<file path="src/rtl/gnss_pkg.sv">
// -----------------------------------------------------------------------------
// gnss_pkg
//   Shared types and constants for the GNSS baseband blocks.
//   corr_state_e : correlator control state (IDLE / ARM / INTEG)
//   CA_CODE_LEN  : chips per C/A code period
// -----------------------------------------------------------------------------
package gnss_pkg;

   typedef enum logic [1:0] {
      IDLE  = 2'd0,
      ARM   = 2'd1,
      INTEG = 2'd2
   } corr_state_e;

   localparam int CA_CODE_LEN = 1023;

endpackage

</file>
<file path="src/rtl/ca_sat_accum.sv">
// -----------------------------------------------------------------------------
// ca_sat_accum
//   Signed saturating accumulator for one correlator arm (I or Q).
//   The sample is code-wiped here: neg=1 (chip=1) negates it before summing.
//
//   clk     in   system clock
//   rst     in   synchronous active-high reset (acc and ovf to 0)
//   clr     in   clear acc and ovf (highest priority after rst)
//   load    in   acc <= product (start of a new integration)
//   add     in   acc <= acc + product
//   neg     in   1 = negate the sample (code chip 1)
//   sample  in   signed sample, SAMPLE_W bits
//   acc     out  current accumulator value, ACC_W bits signed
//   ovf     out  sticky: a load/add clamped since the last clr
// -----------------------------------------------------------------------------
module ca_sat_accum #(
   parameter int SAMPLE_W = 4,
   parameter int ACC_W    = 24
) (
   input  logic                       clk,
   input  logic                       rst,
   input  logic                       clr,
   input  logic                       load,
   input  logic                       add,
   input  logic                       neg,
   input  logic signed [SAMPLE_W-1:0] sample,
   output logic signed [ACC_W-1:0]    acc,
   output logic                       ovf
);

   logic signed [ACC_W-1:0] acc_q, acc_d;
   logic                    ovf_q, ovf_d;

   // One extra bit of headroom: the negated most-negative sample and any
   // single-step sum both fit, so saturation is detected from the top two bits.
   logic signed [ACC_W:0]   prod;
   logic signed [ACC_W:0]   base;
   logic signed [ACC_W:0]   sum;
   logic                    sat;
   logic signed [ACC_W-1:0] clamped;

   always_comb begin
      prod = {{(ACC_W + 1 - SAMPLE_W){sample[SAMPLE_W-1]}}, sample};
      if (neg) begin
         prod = -prod;
      end
      base = load ? '0 : {acc_q[ACC_W-1], acc_q};
      sum  = base + prod;
      sat  = (sum[ACC_W] != sum[ACC_W-1]);
      if (sat) begin
         clamped = sum[ACC_W] ? {1'b1, {(ACC_W - 1){1'b0}}}
                              : {1'b0, {(ACC_W - 1){1'b1}}};
      end else begin
         clamped = sum[ACC_W-1:0];
      end
   end

   always_comb begin
      acc_d = acc_q;
      ovf_d = ovf_q;
      if (clr) begin
         acc_d = '0;
         ovf_d = 1'b0;
      end else if (load || add) begin
         acc_d = clamped;
         if (sat) begin
            ovf_d = 1'b1;
         end
      end
   end

   always_ff @(posedge clk) begin
      if (rst) begin
         acc_q <= '0;
         ovf_q <= 1'b0;
      end else begin
         acc_q <= acc_d;
         ovf_q <= ovf_d;
      end
   end

   assign acc = acc_q;
   assign ovf = ovf_q;

endmodule

</file>
<file path="src/rtl/ca_code_correlator.sv">
// -----------------------------------------------------------------------------
// ca_code_correlator
//   Wipes the local C/A code off baseband I/Q samples and coherently
//   integrates over n_epochs whole code periods, delimited by the code
//   generator's epoch flag. One I/Q pair is dumped per integration.
//   Code sign: chip=0 -> +1, chip=1 -> -1.
//
//   clk           in   system clock, rising edge
//   rst           in   synchronous active-high reset
//   start         in   pulse: arm a new integration (aborts any in progress)
//   continuous    in   1 = re-arm gaplessly after every dump
//   n_epochs      in   code periods per integration, sampled on start (0 -> 1)
//   sample_valid  in   qualifies sample_i/sample_q/chip/epoch this cycle
//   sample_i/q    in   signed baseband samples
//   chip          in   local code chip aligned with the sample
//   epoch         in   sample is the first of a code period
//   acc_i/acc_q   out  last dumped correlation, held until the next dump
//   acc_valid     out  1-cycle pulse when acc_i/acc_q update
//   busy          out  state != IDLE
//   overflow      out  sticky saturation flag, cleared by start
//   dbg_state     out  current control state
//
//   Handshake: input side is valid-only (no ready). Every field is consumed
//   on each cycle sample_valid is high; with sample_valid low the inputs are
//   ignored and nothing changes. The output side is a one-cycle acc_valid
//   pulse with data held afterwards; there is no backpressure.
// -----------------------------------------------------------------------------
module ca_code_correlator
   import gnss_pkg::*;
#(
   parameter int SAMPLE_W = 4,
   parameter int ACC_W    = 24,
   parameter int NEP_W    = 5
) (
   input  logic                       clk,
   input  logic                       rst,
   input  logic                       start,
   input  logic                       continuous,
   input  logic [NEP_W-1:0]           n_epochs,
   input  logic                       sample_valid,
   input  logic signed [SAMPLE_W-1:0] sample_i,
   input  logic signed [SAMPLE_W-1:0] sample_q,
   input  logic                       chip,
   input  logic                       epoch,
   output logic signed [ACC_W-1:0]    acc_i,
   output logic signed [ACC_W-1:0]    acc_q,
   output logic                       acc_valid,
   output logic                       busy,
   output logic                       overflow,
   output corr_state_e                dbg_state
);

   corr_state_e             state_q, state_d;
   logic [NEP_W-1:0]        n_lat_q, n_lat_d;
   logic [NEP_W-1:0]        cnt_q, cnt_d;
   logic [NEP_W-1:0]        cnt_inc;
   logic signed [ACC_W-1:0] dump_i_q, dump_i_d;
   logic signed [ACC_W-1:0] dump_q_q, dump_q_d;
   logic                    acc_valid_q, acc_valid_d;

   logic                    acc_clr;
   logic                    acc_load;
   logic                    acc_add;
   logic signed [ACC_W-1:0] sum_i;
   logic signed [ACC_W-1:0] sum_q;
   logic                    ovf_i;
   logic                    ovf_q;

   ca_sat_accum #(
      .SAMPLE_W (SAMPLE_W),
      .ACC_W    (ACC_W)
   ) u_accum_i (
      .clk    (clk),
      .rst    (rst),
      .clr    (acc_clr),
      .load   (acc_load),
      .add    (acc_add),
      .neg    (chip),
      .sample (sample_i),
      .acc    (sum_i),
      .ovf    (ovf_i)
   );

   ca_sat_accum #(
      .SAMPLE_W (SAMPLE_W),
      .ACC_W    (ACC_W)
   ) u_accum_q (
      .clk    (clk),
      .rst    (rst),
      .clr    (acc_clr),
      .load   (acc_load),
      .add    (acc_add),
      .neg    (chip),
      .sample (sample_q),
      .acc    (sum_q),
      .ovf    (ovf_q)
   );

   always_comb begin
      state_d     = state_q;
      n_lat_d     = n_lat_q;
      cnt_d       = cnt_q;
      dump_i_d    = dump_i_q;
      dump_q_d    = dump_q_q;
      acc_valid_d = 1'b0;
      acc_clr     = 1'b0;
      acc_load    = 1'b0;
      acc_add     = 1'b0;
      cnt_inc     = cnt_q + NEP_W'(1);

      if (start) begin
         // start wins over a same-cycle epoch; that epoch is not an alignment point
         n_lat_d = (n_epochs == '0) ? NEP_W'(1) : n_epochs;
         cnt_d   = '0;
         acc_clr = 1'b1;
         state_d = ARM;
      end else if (sample_valid) begin
         case (state_q)
            ARM: begin
               if (epoch) begin
                  acc_load = 1'b1;
                  cnt_d    = '0;
                  state_d  = INTEG;
               end
            end
            INTEG: begin
               if (!epoch) begin
                  acc_add = 1'b1;
               end else if (cnt_inc == n_lat_q) begin
                  // Dump the sums as they stand, before this epoch sample.
                  dump_i_d    = sum_i;
                  dump_q_d    = sum_q;
                  acc_valid_d = 1'b1;
                  if (continuous) begin
                     // This epoch sample opens the next integration.
                     acc_load = 1'b1;
                     cnt_d    = '0;
                  end else begin
                     state_d = IDLE;
                  end
               end else begin
                  acc_add = 1'b1;
                  cnt_d   = cnt_inc;
               end
            end
            default: begin
            end
         endcase
      end
   end

   always_ff @(posedge clk) begin
      if (rst) begin
         state_q     <= IDLE;
         n_lat_q     <= '0;
         cnt_q       <= '0;
         dump_i_q    <= '0;
         dump_q_q    <= '0;
         acc_valid_q <= 1'b0;
      end else begin
         state_q     <= state_d;
         n_lat_q     <= n_lat_d;
         cnt_q       <= cnt_d;
         dump_i_q    <= dump_i_d;
         dump_q_q    <= dump_q_d;
         acc_valid_q <= acc_valid_d;
      end
   end

   assign acc_i     = dump_i_q;
   assign acc_q     = dump_q_q;
   assign acc_valid = acc_valid_q;
   assign busy      = (state_q != IDLE);
   assign overflow  = ovf_i | ovf_q;
   assign dbg_state = state_q;

endmodule
</file>
<file path="config.mk">
export PLATFORM = sky130hd
export DESIGN_NAME = ca_code_correlator
export DESIGN_NICKNAME = d
export VERILOG_FILES = /design/src/rtl/gnss_pkg.sv /design/src/rtl/ca_sat_accum.sv /design/src/rtl/ca_code_correlator.sv
export SDC_FILE = /design/constraint.sdc
export NUM_CORES = 1
export LEC_CHECK = 0
export ABC_CLOCK_PERIOD_IN_PS = 6550
export CORE_MARGIN = 3
export CORE_UTILIZATION = 25
export CTS_CLUSTER_DIAMETER = 60
export CTS_CLUSTER_SIZE = 25
export DETAILED_ROUTE_END_ITERATION = 10
export PLACE_DENSITY = 0.48
export SLEW_MARGIN = 20
export SYNTH_ARGS = -nofsm -noshare
export SYNTH_HDL_FRONTEND = slang
export SYNTH_SLANG_ARGS = --single-unit
export TNS_END_PERCENT = 50
</file>
<file path="constraint.sdc">
create_clock -name clk -period 6.55 [get_ports clk]
set_input_delay 1.6375 -clock clk [delete_from_list [all_inputs] [get_ports clk]]
set_output_delay 1.6375 -clock clk [all_outputs]
set_load 0.005 [all_outputs]
</file>
== Word level (Yosys, flattened, before mapping) ==
Index checks and enable logic that the tools add are counted.

* Bits in writable memories: 0
* Word-level logic and storage cells: 85
* Bits in read-only memories: 0
* Bits of input ports: 20
* Flip-flop bits (word level): 111
* Memories kept: 0
* Latch bits: 0
* Output and inout bits: 53

* Eq/ne operators: 14
* Multiplexer cells: 35
* Reductions and logical operators: 15
* Div/mod/pow operators: 0
* $add $sub $neg: 5
* Order comparisons: 0
* $mul: 0
* Shift operators: 0
* Bitwise logic cells: 5

{| class="wikitable"
|+ Operators with widths
! kind !! number
|-
| $mux 25 || 4
|-
| $mux 24 || 4
|-
| $add 25x25->25 || 2
|-
| $neg 4->25 || 2
|-
| $mux 5 || 5
|-
| $mux 1 || 15
|-
| $ne 3x3->1 const B || 5
|-
| $reduce_and 6->1 || 2
|-
| $pmux 5 s2 || 1
|-
| $reduce_and 5->1 || 2
|-
| $mux 2 || 4
|-
| $ne 2x2->1 const B || 4
|-
| $reduce_bool 2->1 || 3
|-
| $add 5x1->5 const B || 1
|-
| $eq 5x5->1 || 1
|-
| $logic_not 5->1 || 1
|-
| $reduce_or 5->1 || 1
|-
| $not 1->1 || 4
|-
| $pmux 2 s2 || 1
|-
| $reduce_and 2->1 || 2
|-
| $reduce_or 2->1 || 2
|-
| $reduce_bool 3->1 || 1
|-
| $eq 2x1->1 const B || 1
|-
| $eq 2x2->1 const B || 1
|-
| other kinds (4) || 5
|}

== Logic depth before layout (Yosys ltp) ==
Gate-level depths: netlist (run 1).

* Depth after elaboration: 11
* Gate-level depth with buffers: 22
* Depth with buffers taken out: 19

== Hierarchy ==
Synthesis (run 1) repeated with hierarchy kept, for this count alone.

* Cells, all modules: 803
* Area, all modules: 7,215.7 um^2

{| class="wikitable"
|+ Modules (own cells, without submodules)
! module !! instances !! area an instance (um^2) !! sequential area each (um^2) !! cells an instance
|-
| ca_sat_accum || 2 || 2,372.3 || 500.5 || 283
|-
| ca_code_correlator || 1 || 2,471.1 || 1,221.2 || 237
|}

== Worst setup path after synthesis (run 1) ==
No wires, ideal clock.

* Kind: input to register
* From: in start
* To: reg u_accum_i.acc_q[21], in the netlist u_accum_i.acc[21]
* Arrival: 5.234 ns
* Required time: 6.430 ns
* Stages on the path: 18
* Library setup time: 0.120 ns
* Setup slack: 1.196 ns
* Buffers on the path: 3
* Path through: and4b_1 -> nor2b_1 -> clkbuf_1 -> clkbuf_1 -> nor2b_1 -> ha_1 -> inv_1 -> fa_1 -> nor2b_1 -> o31a_1 -> o41ai_2 -> o31ai_1 -> a221oi_1 -> o21ai_1 -> xnor2_2 -> buf_6 -> o32ai_1 -> or2_1

* Longest elaborated chain between the ends: 5
* Elaborated cells between the ends (all ways): 10
* Classes of those cells: add/sub: 1; eq/ne: 1; mux: 6; reduce/logical: 2

{| class="wikitable"
|+ Ends and longest elaborated chain
! what !! line !! text
|-
| from (decl) || ca_code_correlator.sv:37 || <nowiki>input logic start,</nowiki>
|-
| $mux 1 || ca_code_correlator.sv:111 || <nowiki>if (start) begin</nowiki>
|-
| $mux 25 || ca_sat_accum.sv:47 || <nowiki>base = load ? '0 : {acc_q[ACC_W-1], acc_q};</nowiki>
|-
| $add 25x25->25 || ca_sat_accum.sv:48 || <nowiki>sum = base + prod;</nowiki>
|-
| $mux 24 or $ne 1x1->1 (tied branches) || ca_sat_accum.sv:51, ca_sat_accum.sv:49 ||
|-
| $mux 24 || ca_sat_accum.sv:50 || <nowiki>if (sat) begin</nowiki>
|-
| to (signal assigned) || ca_sat_accum.sv:74 || <nowiki>acc_q <= '0;</nowiki>
|-
| to (signal assigned) || ca_sat_accum.sv:77 || <nowiki>acc_q <= acc_d;</nowiki>
|-
| to (decl) || ca_sat_accum.sv:31 || <nowiki>logic signed [ACC_W-1:0] acc_q, acc_d;</nowiki>
|}

Parallel ways exist; a longest one is shown, timed or not.
A chain may end at the register's enable or synchronous reset.

== Worst setup path after layout (run 1) ==
* From: in epoch
* To: reg u_accum_q.acc_q[12], in the netlist u_accum_q.acc[12]

* Longest elaborated chain between the ends: 8
* Elaborated cells between the ends (all ways): 15
* Classes of those cells: add/sub: 1; eq/ne: 1; mux: 12; reduce/logical: 1

{| class="wikitable"
|+ Ends and longest elaborated chain
! what !! line !! text
|-
| from (decl) || ca_code_correlator.sv:44 || <nowiki>input logic epoch,</nowiki>
|-
| $mux 1 (on tied branches) || ca_code_correlator.sv:127, ca_code_correlator.sv:120 ||
|-
| $pmux 1 s2 || ca_code_correlator.sv:118 || <nowiki>case (state_q)</nowiki>
|-
| $mux 1 || ca_code_correlator.sv:117 || <nowiki>end else if (sample_valid) begin</nowiki>
|-
| $mux 1 || ca_code_correlator.sv:111 ||
|-
| $mux 25 || ca_sat_accum.sv:47 ||
|-
| $add 25x25->25 || ca_sat_accum.sv:48 ||
|-
| $mux 24 or $ne 1x1->1 (tied branches) || ca_sat_accum.sv:51, ca_sat_accum.sv:49 ||
|-
| $mux 24 || ca_sat_accum.sv:50 ||
|-
| to (signal assigned) || ca_sat_accum.sv:74 ||
|-
| to (signal assigned) || ca_sat_accum.sv:77 ||
|-
| to (decl) || ca_sat_accum.sv:31 ||
|}

Parallel ways exist; a longest one is shown, timed or not.

==> results of run 1 <==
[worst max-delay path, stage by stage]
cell	delay (ns)
clkdlybuf4s50_1	0.53
and4b_1	0.33
nor2b_4	0.23
buf_12	0.21
nor2b_1	0.07
ha_1	0.35
a211oi_1	0.43
o211ai_1	0.21
a211oi_2	0.32
nor3_1	0.12
nor3_1	0.27
o21ai_0	0.19
a2bb2oi_4	0.66
o21ai_1	0.20
buf_4	0.26
o221a_1	0.23
[cell usage in the layout (no fill, tap or decap), types with 20 or more instances in the layout]
cell             Yosys  routed
nor2b_1             55      54
a21o_1              21      21
o21ai_0             56      56
clkdlybuf4s50_1      0      71
nor2_1              47      46
a21oi_1            126     126
xor2_1              21      21
inv_1               34      34
buf_4                0      21
nand2_1            139     139
o221a_1             20      20
ha_1                60      60
dfxtp_1            111     111
[power by group]
part / switching (mW) / internal, mW / total (mW)
registers: 0.00391 / 0.678 / 0.682
clock network: 0.283 / 0.296 / 0.579
logic: 0.153 / 0.107 / 0.260
[layer usage]
metal / vias to the layer above / routed length, um
li1: 3559 / -
met1: 3244 / 11800
met2: 98 / 9730
met3: 16 / 793
met4: 2 / 233
met5: - / 7
[per-stage QoR]
step	total power, mW	hold slack [ns]
CTS	1.54	0.460
global placement	0.959	0.445
finish	1.52	0.457
global route	1.60	0.474
floorplan	0.884	0.422
detailed placement	0.959	0.449
[area by class of cell]
type                    instances  area, um^2
fillers                      3275       20900
repair buffers                 94         893
clock buffers                  12         267
clock inverters                 4        35.0
multi-input cells             775        5210
inverters                      34         128
well taps                     390         488
flip-flops and latches        111        2220
[flip-flops by register name, summed over array words and instances, names as in the netlist]
signal and count:
u_accum_q.acc 24, u_accum_q.ovf 1, acc_i 24, cnt_q 5, acc_q 24, acc_valid 1
dbg_state 2, u_accum_i.ovf 1, u_accum_i.acc 24, n_lat_q 5
[path summary, 6_finish.rpt]
path / startpoint / to / slack [ns] / depth (start not counted)
setup / recovery: epoch / u_accum_q.acc[12] / 0.51 / 16
hold / removal: acc_q[12] / acc_q[12] / 0.46 / 2
setup reg to reg: cnt_q[0] / u_accum_q.acc[12] / 0.80 / 19
hold reg to reg: acc_q[12] / acc_q[12] / 0.46 / 2
[cells by family (layout without fill, tap and decap cells)]
logic type,Yosys count,after routing,synth area share
AO/OA/AOI/OAI,309,309,0.264
XOR/XNOR,45,45,0.0562
adder cells (fa/ha/maj),86,86,0.136
buffers and inverters,86,144,0.0442
flip-flops,111,111,0.287
multiplexers,9,9,0.0118
AND/OR/NAND/NOR,326,326,0.202
==> impl_results.md, run 1 <==
- Syn. warnings: 0
- Top-count cell post-synth: nand2_1
- P per Cell Area: 165 mW/mm^2
- Setup Fix Bufs, Post-CTS: 0
- Core ar.: 0.0301 mm^2
- Area leader, netlist: dfxtp_1
- Worst path required time: 6.80 ns
- Setup CP Type: input pin to flip-flop
- Final HPWL DP: 16600 um
- GR Layer Usage met1: 0.195
- Via density: 4.87
- Startpoint Class: input pin
- Placement Setup Slack: 0.198 ns
- Pleak: 3.62 nW
- Grt met2 use: 0.215
- Inst Count DP: 1404
- Global route hottest layer: met2
- Peak supply drop: 0.123 mV
- Drt pass-1 iters: 5
- I/O pin count: 73
- Synth-to-layout area growth: 19.2%
- DR WL/cell: 15.9 um
- Top cell type's share of synthesized area: 0.287
- Post-synth EDFFs: 0
- Final worst path period share: 0.923
- Max-slew violation count: 0
- Detail Route Antenna Nets: 0
- Post-CTS Resized: 0
- Final setup fails: 0
- CP arrival: 6.30 ns
- CTS tree: yes
- Syn_nets: 1054
- Tmin final: 6.04 ns
- Fin util: 0.307
- Die H: 182 um
- Register area share after synthesis: 0.287
- Synth area leaders: dfxtp_1 29%, ha_1 9.7%, a21oi_1 8.1%, nand2_1 6.7%, nor2b_1 4.4%
- Sink Count: 111
- Gate Count Post-Synth: 972
- Finished Cell Area: 0.00924 mm^2
- Clock skew: 0.0105 ns
- Worst-Skew Late Latency: 0.36 ns
- Met3 Use GR: 0.0225
- Vias in the first global route: 6871
- Worst slew pin tran: 1.05 ns
- Clk slew on worst S/H paths: 0.08 ns
- Cell Area, Placed: 0.00894 mm^2
- Rows: 63
- Die ar.: 0.0332 mm^2
- CTS Buffer Depth: 2
- Die Wd: 182 um
- Via count: 6919
- Worst Path Max Fanout: 32
- NumNets Final: 1107
- Num CTS Buffers: 9
- Count of buffers from port buffering: 72
- Final GP Congestion: 0.852
- Max-cap violations: 0
- CTS root buf: clkbuf_16
- Most frequent cells after synthesis: 139 x nand2_1, 126 x a21oi_1, 111 x dfxtp_1
- Setup ws final: 0.505 ns
- Peak Freq: 165 MHz
- Largest net degree at the start of global routing: 57
- Final non-filler cell total: 1420
- Synthesized area: 0.00775 mm^2
- Worst hold path type: flip-flop to flip-flop
- ANT cells: 0
- # H-tree levels: 3
- Initial cell density of the core: 0.257
- Async SR Flop Fraction: 0
- Crit end category: flip-flop
- # hold bufs at CTS: 0
- Synth Flop Type: dfxtp_1
- Final Hold Viols: 0
- Remaining routing DRC violations: 0
- Routed WL: 22600 um
- Flops & latches, synth: 111
- First-pass GRT wire length: 37100 um
- GRT Overall Usage: 0.136
- Setup TNS: 0 ns
- Slew HR: 0.300
- Initial antenna violation count: 1
- Grt ovf: 0
- Average size of a mapped cell: 7.98 um^2
- Unrepaired setup endpoints after global routing: no
- Iter 0 DRT Violations: 395
- Status: completed
- Share of layout cells above drive strength 1: 0.0942
- Library cells used by synthesis: 73
(Power assumes the default switching activity.)
==> run 2, diff against run 1 <==
--- a/config.mk
+++ b/config.mk
@@ -12,7 +12,7 @@
 export CTS_CLUSTER_SIZE = 25
 export DETAILED_ROUTE_END_ITERATION = 10
 export PLACE_DENSITY = 0.48
-export SLEW_MARGIN = 20
+export SLEW_MARGIN = 40
 export SYNTH_ARGS = -nofsm -noshare
 export SYNTH_HDL_FRONTEND = slang
 export SYNTH_SLANG_ARGS = --single-unit
==> run 2 against run 1 <==
Net effect: critical path depth up 1; combinational power barely moved; setup slack better by 0.090 ns; global-route usage down 0.099 points; largest power group unchanged; design area is 0.38% higher; utilization grew 0.12 points; first-iteration DRC count down 2.8%; maximum frequency rose by 1.5%.
==> impl_results.md, run 2 (same netlist as run 1, synthesis figures left out) <==
- WHS Path Cells: 2 (unchanged)
- Peak Freq: 168 MHz (was 165 MHz)
- Die ar.: 0.0332 mm^2 (unchanged)
- Final setup fails: 0 (unchanged)
- Iter 0 DRT Violations: 384 (was 395)
- Fin util: 0.308 (was 0.307)
- Crit end category: flip-flop (unchanged)
- Startpoint Class: input pin (unchanged)
- Core ar.: 0.0301 mm^2 (unchanged)
- ANT cells: 0 (unchanged)
- Unrepaired setup endpoints after global routing: no (unchanged)
- Rows: 63 (unchanged)
- Max-slew violation count: 0 (unchanged)
- Initial cell density of the core: 0.257 (unchanged)
- Remaining routing DRC violations: 0 (unchanged)
- GR Layer Usage met1: 0.193 (was 0.195)
- DR WL/cell: 15.8 um (was 15.9 um)
- Slew HR: 0.479 (was 0.300)
- Grt ovf: 0 (unchanged)
- Die H: 182 um (unchanged)
- Worst Path Max Fanout: 27 (was 32)
- Clock power share: 0.399 (was 0.380)
- Setup CP Type: input pin to flip-flop (unchanged)
- Worst-Skew Late Latency: 0.37 ns (was 0.36 ns)
- CTS tree: yes (unchanged)
- Num CTS Buffers: 9 (unchanged)
- Most frequent cells in the layout: 139 x nand2_1, 126 x a21oi_1, 111 x dfxtp_1, 71 x clkdlybuf4s50_1, 60 x ha_1 (unchanged)
- CTS Buffer Depth: 2 (unchanged)
- Worst slew pin tran: 0.779 ns (was 1.05 ns)
- # H-tree levels: 3 (unchanged)
- GRT Overall Usage: 0.135 (was 0.136)
- Synth-to-layout area growth: 19.7% (was 19.2%)
- Sink Count: 111 (unchanged)
- Seq pwr share: 0.435 (was 0.448)
- Via count: 6945 (was 6919)
- Via density: 4.89 (was 4.87)
- I/O pin count: 73 (unchanged)
- Clk slew on worst S/H paths: 0.08 ns (about the same)
- Die Wd: 182 um (unchanged)
- Vias in the first global route: 6795 (was 6871)
- Initial antenna violation count: 0 (was 1)
- P per Cell Area: 169 mW/mm^2 (was 165 mW/mm^2)
- Max-cap violations: 0 (unchanged)
- Worst path required time: 6.80 ns (about the same)
- Setup Fix Bufs, Post-CTS: 0 (unchanged)
- Routed WL: 22400 um (was 22600 um)
- Worst hold path type: flip-flop to flip-flop (unchanged)
- Final HPWL DP: 16700 um (was 16600 um)
- NumNets Final: 1107 (unchanged)
- Largest net degree at the start of global routing: 57 (unchanged)
- Global route hottest layer: met2 (unchanged)
- Total power: 1.57 mW (was 1.52 mW)
- Share of layout cells above drive strength 1: 0.0942 (unchanged)
- Final GP Congestion: 0.852 (unchanged)
- Psw: 441 uW (was 440 uW)
- Drt pass-1 iters: 5 (unchanged)
- Tmin final: 5.96 ns (was 6.04 ns)
- Pleak: 3.64 nW (was 3.62 nW)
- Met3 Use GR: 0.0201 (was 0.0225)
- Pint: 1.13 mW (was 1.08 mW)
- Status: completed (unchanged)
- Combinational group share of total power: 0.166 (was 0.171)
- CTS root buf: clkbuf_16 (unchanged)
- Count of buffers from port buffering: 72 (unchanged)
- Detail Route Antenna Nets: 0 (unchanged)
- Final Hold Viols: 0 (unchanged)
- Filler Cell Count: 3248 (was 3275)
- Final worst path period share: 0.909 (was 0.923)
- Post-CTS Resized: 0 (unchanged)
- R2r worst-path depth: 19 (unchanged)
- Commonest non-fill, non-tap cell in the layout: nand2_1 (unchanged)
- # hold bufs at CTS: 0 (unchanged)
- First-pass GRT wire length: 36700 um (was 37100 um)
- Peak supply drop: 0.126 mV (was 0.123 mV)
- Grt met2 use: 0.213 (was 0.215)
- CP arrival: 6.21 ns (was 6.30 ns)
- Switching fraction of total power: 0.281 (was 0.289)
- Clock skew: 0.0134 ns (was 0.0105 ns)
- Setup TNS: 0 ns (unchanged)
-- run 2: cell types whose count changed in the layout (fill, tap and decap cells not counted), sizes merged --
cell,previous run,this run
clkbuf,12,9
inv,37,38
bufinv,0,2
-- run 2: critical path: stages --
cell             delay, ns
clkdlybuf4s50_1       0.49
or3_1                 0.42
nand2b_1              0.16
ha_1                  0.26
o21ai_0               0.07
buf_4                 0.17
ha_1                  0.22
a211oi_1              0.38
o211ai_1              0.21
a211oi_2              0.30
nor3_1                0.12
nor3_1                0.23
o21ai_0               0.18
a2bb2oi_4             0.65
o21ai_1               0.20
buf_4                 0.24
o221a_1               0.24
-- run 2: path summary, 6_finish.rpt --
| path | to | slack (ns) | start |
|---|---|---|---|
| worst max-delay path | u_accum_q.acc[8] | 0.59 | sample_q[0] |
| worst min-delay path | acc_q[5] | 0.46 | acc_q[5] |
| worst max register to register | u_accum_q.acc[8] | 0.91 | cnt_q[0] |
| worst min register to register | acc_q[5] | 0.46 | acc_q[5] |
-- run 2: area by class of cell --
type	count	area, um^2	area share
clock buffer	9	225	0.0243
clock inverter	7	100	0.0108
inverter	34	128	0.0138
multi-input combinational	775	5220	0.563
sequential	111	2220	0.239
tap	390	488	0.0526
timing repair buffer	94	893	0.0963
-- run 2: metrics by stage --
step / cell area, um^2 / hold WS [ns] / instances / worst slack (ns)
floorplan: 7750 / 0.422 / 972 / 1.20
global placement: 8940 / 0.445 / 1404 / 0.320
detailed placement: 8950 / 0.449 / 1404 / 0.223
CTS: 9270 / 0.461 / 1420 / 0.602
global route: 9280 / 0.476 / 1420 / 0.288
finish: 9280 / 0.457 / 1420 / 0.595
-- run 2: power groups by stage --
stage | Sequential [mW] | Clock, mW | Combinational [mW]
floorplan | 0.697 | 0 | 0.187
global placement | 0.699 | 0 | 0.260
detailed placement | 0.698 | 0 | 0.259
CTS | 0.683 | 0.650 | 0.261
global route | 0.683 | 0.677 | 0.290
finish | 0.682 | 0.625 | 0.261
-- run 2: layer usage --
layer / part of all wire / up-vias
met5: 0 / -
met4: 0.012 / 0
met3: 0.034 / 19
met2: 0.44 / 104
met1: 0.52 / 3257
li1: - / 3565
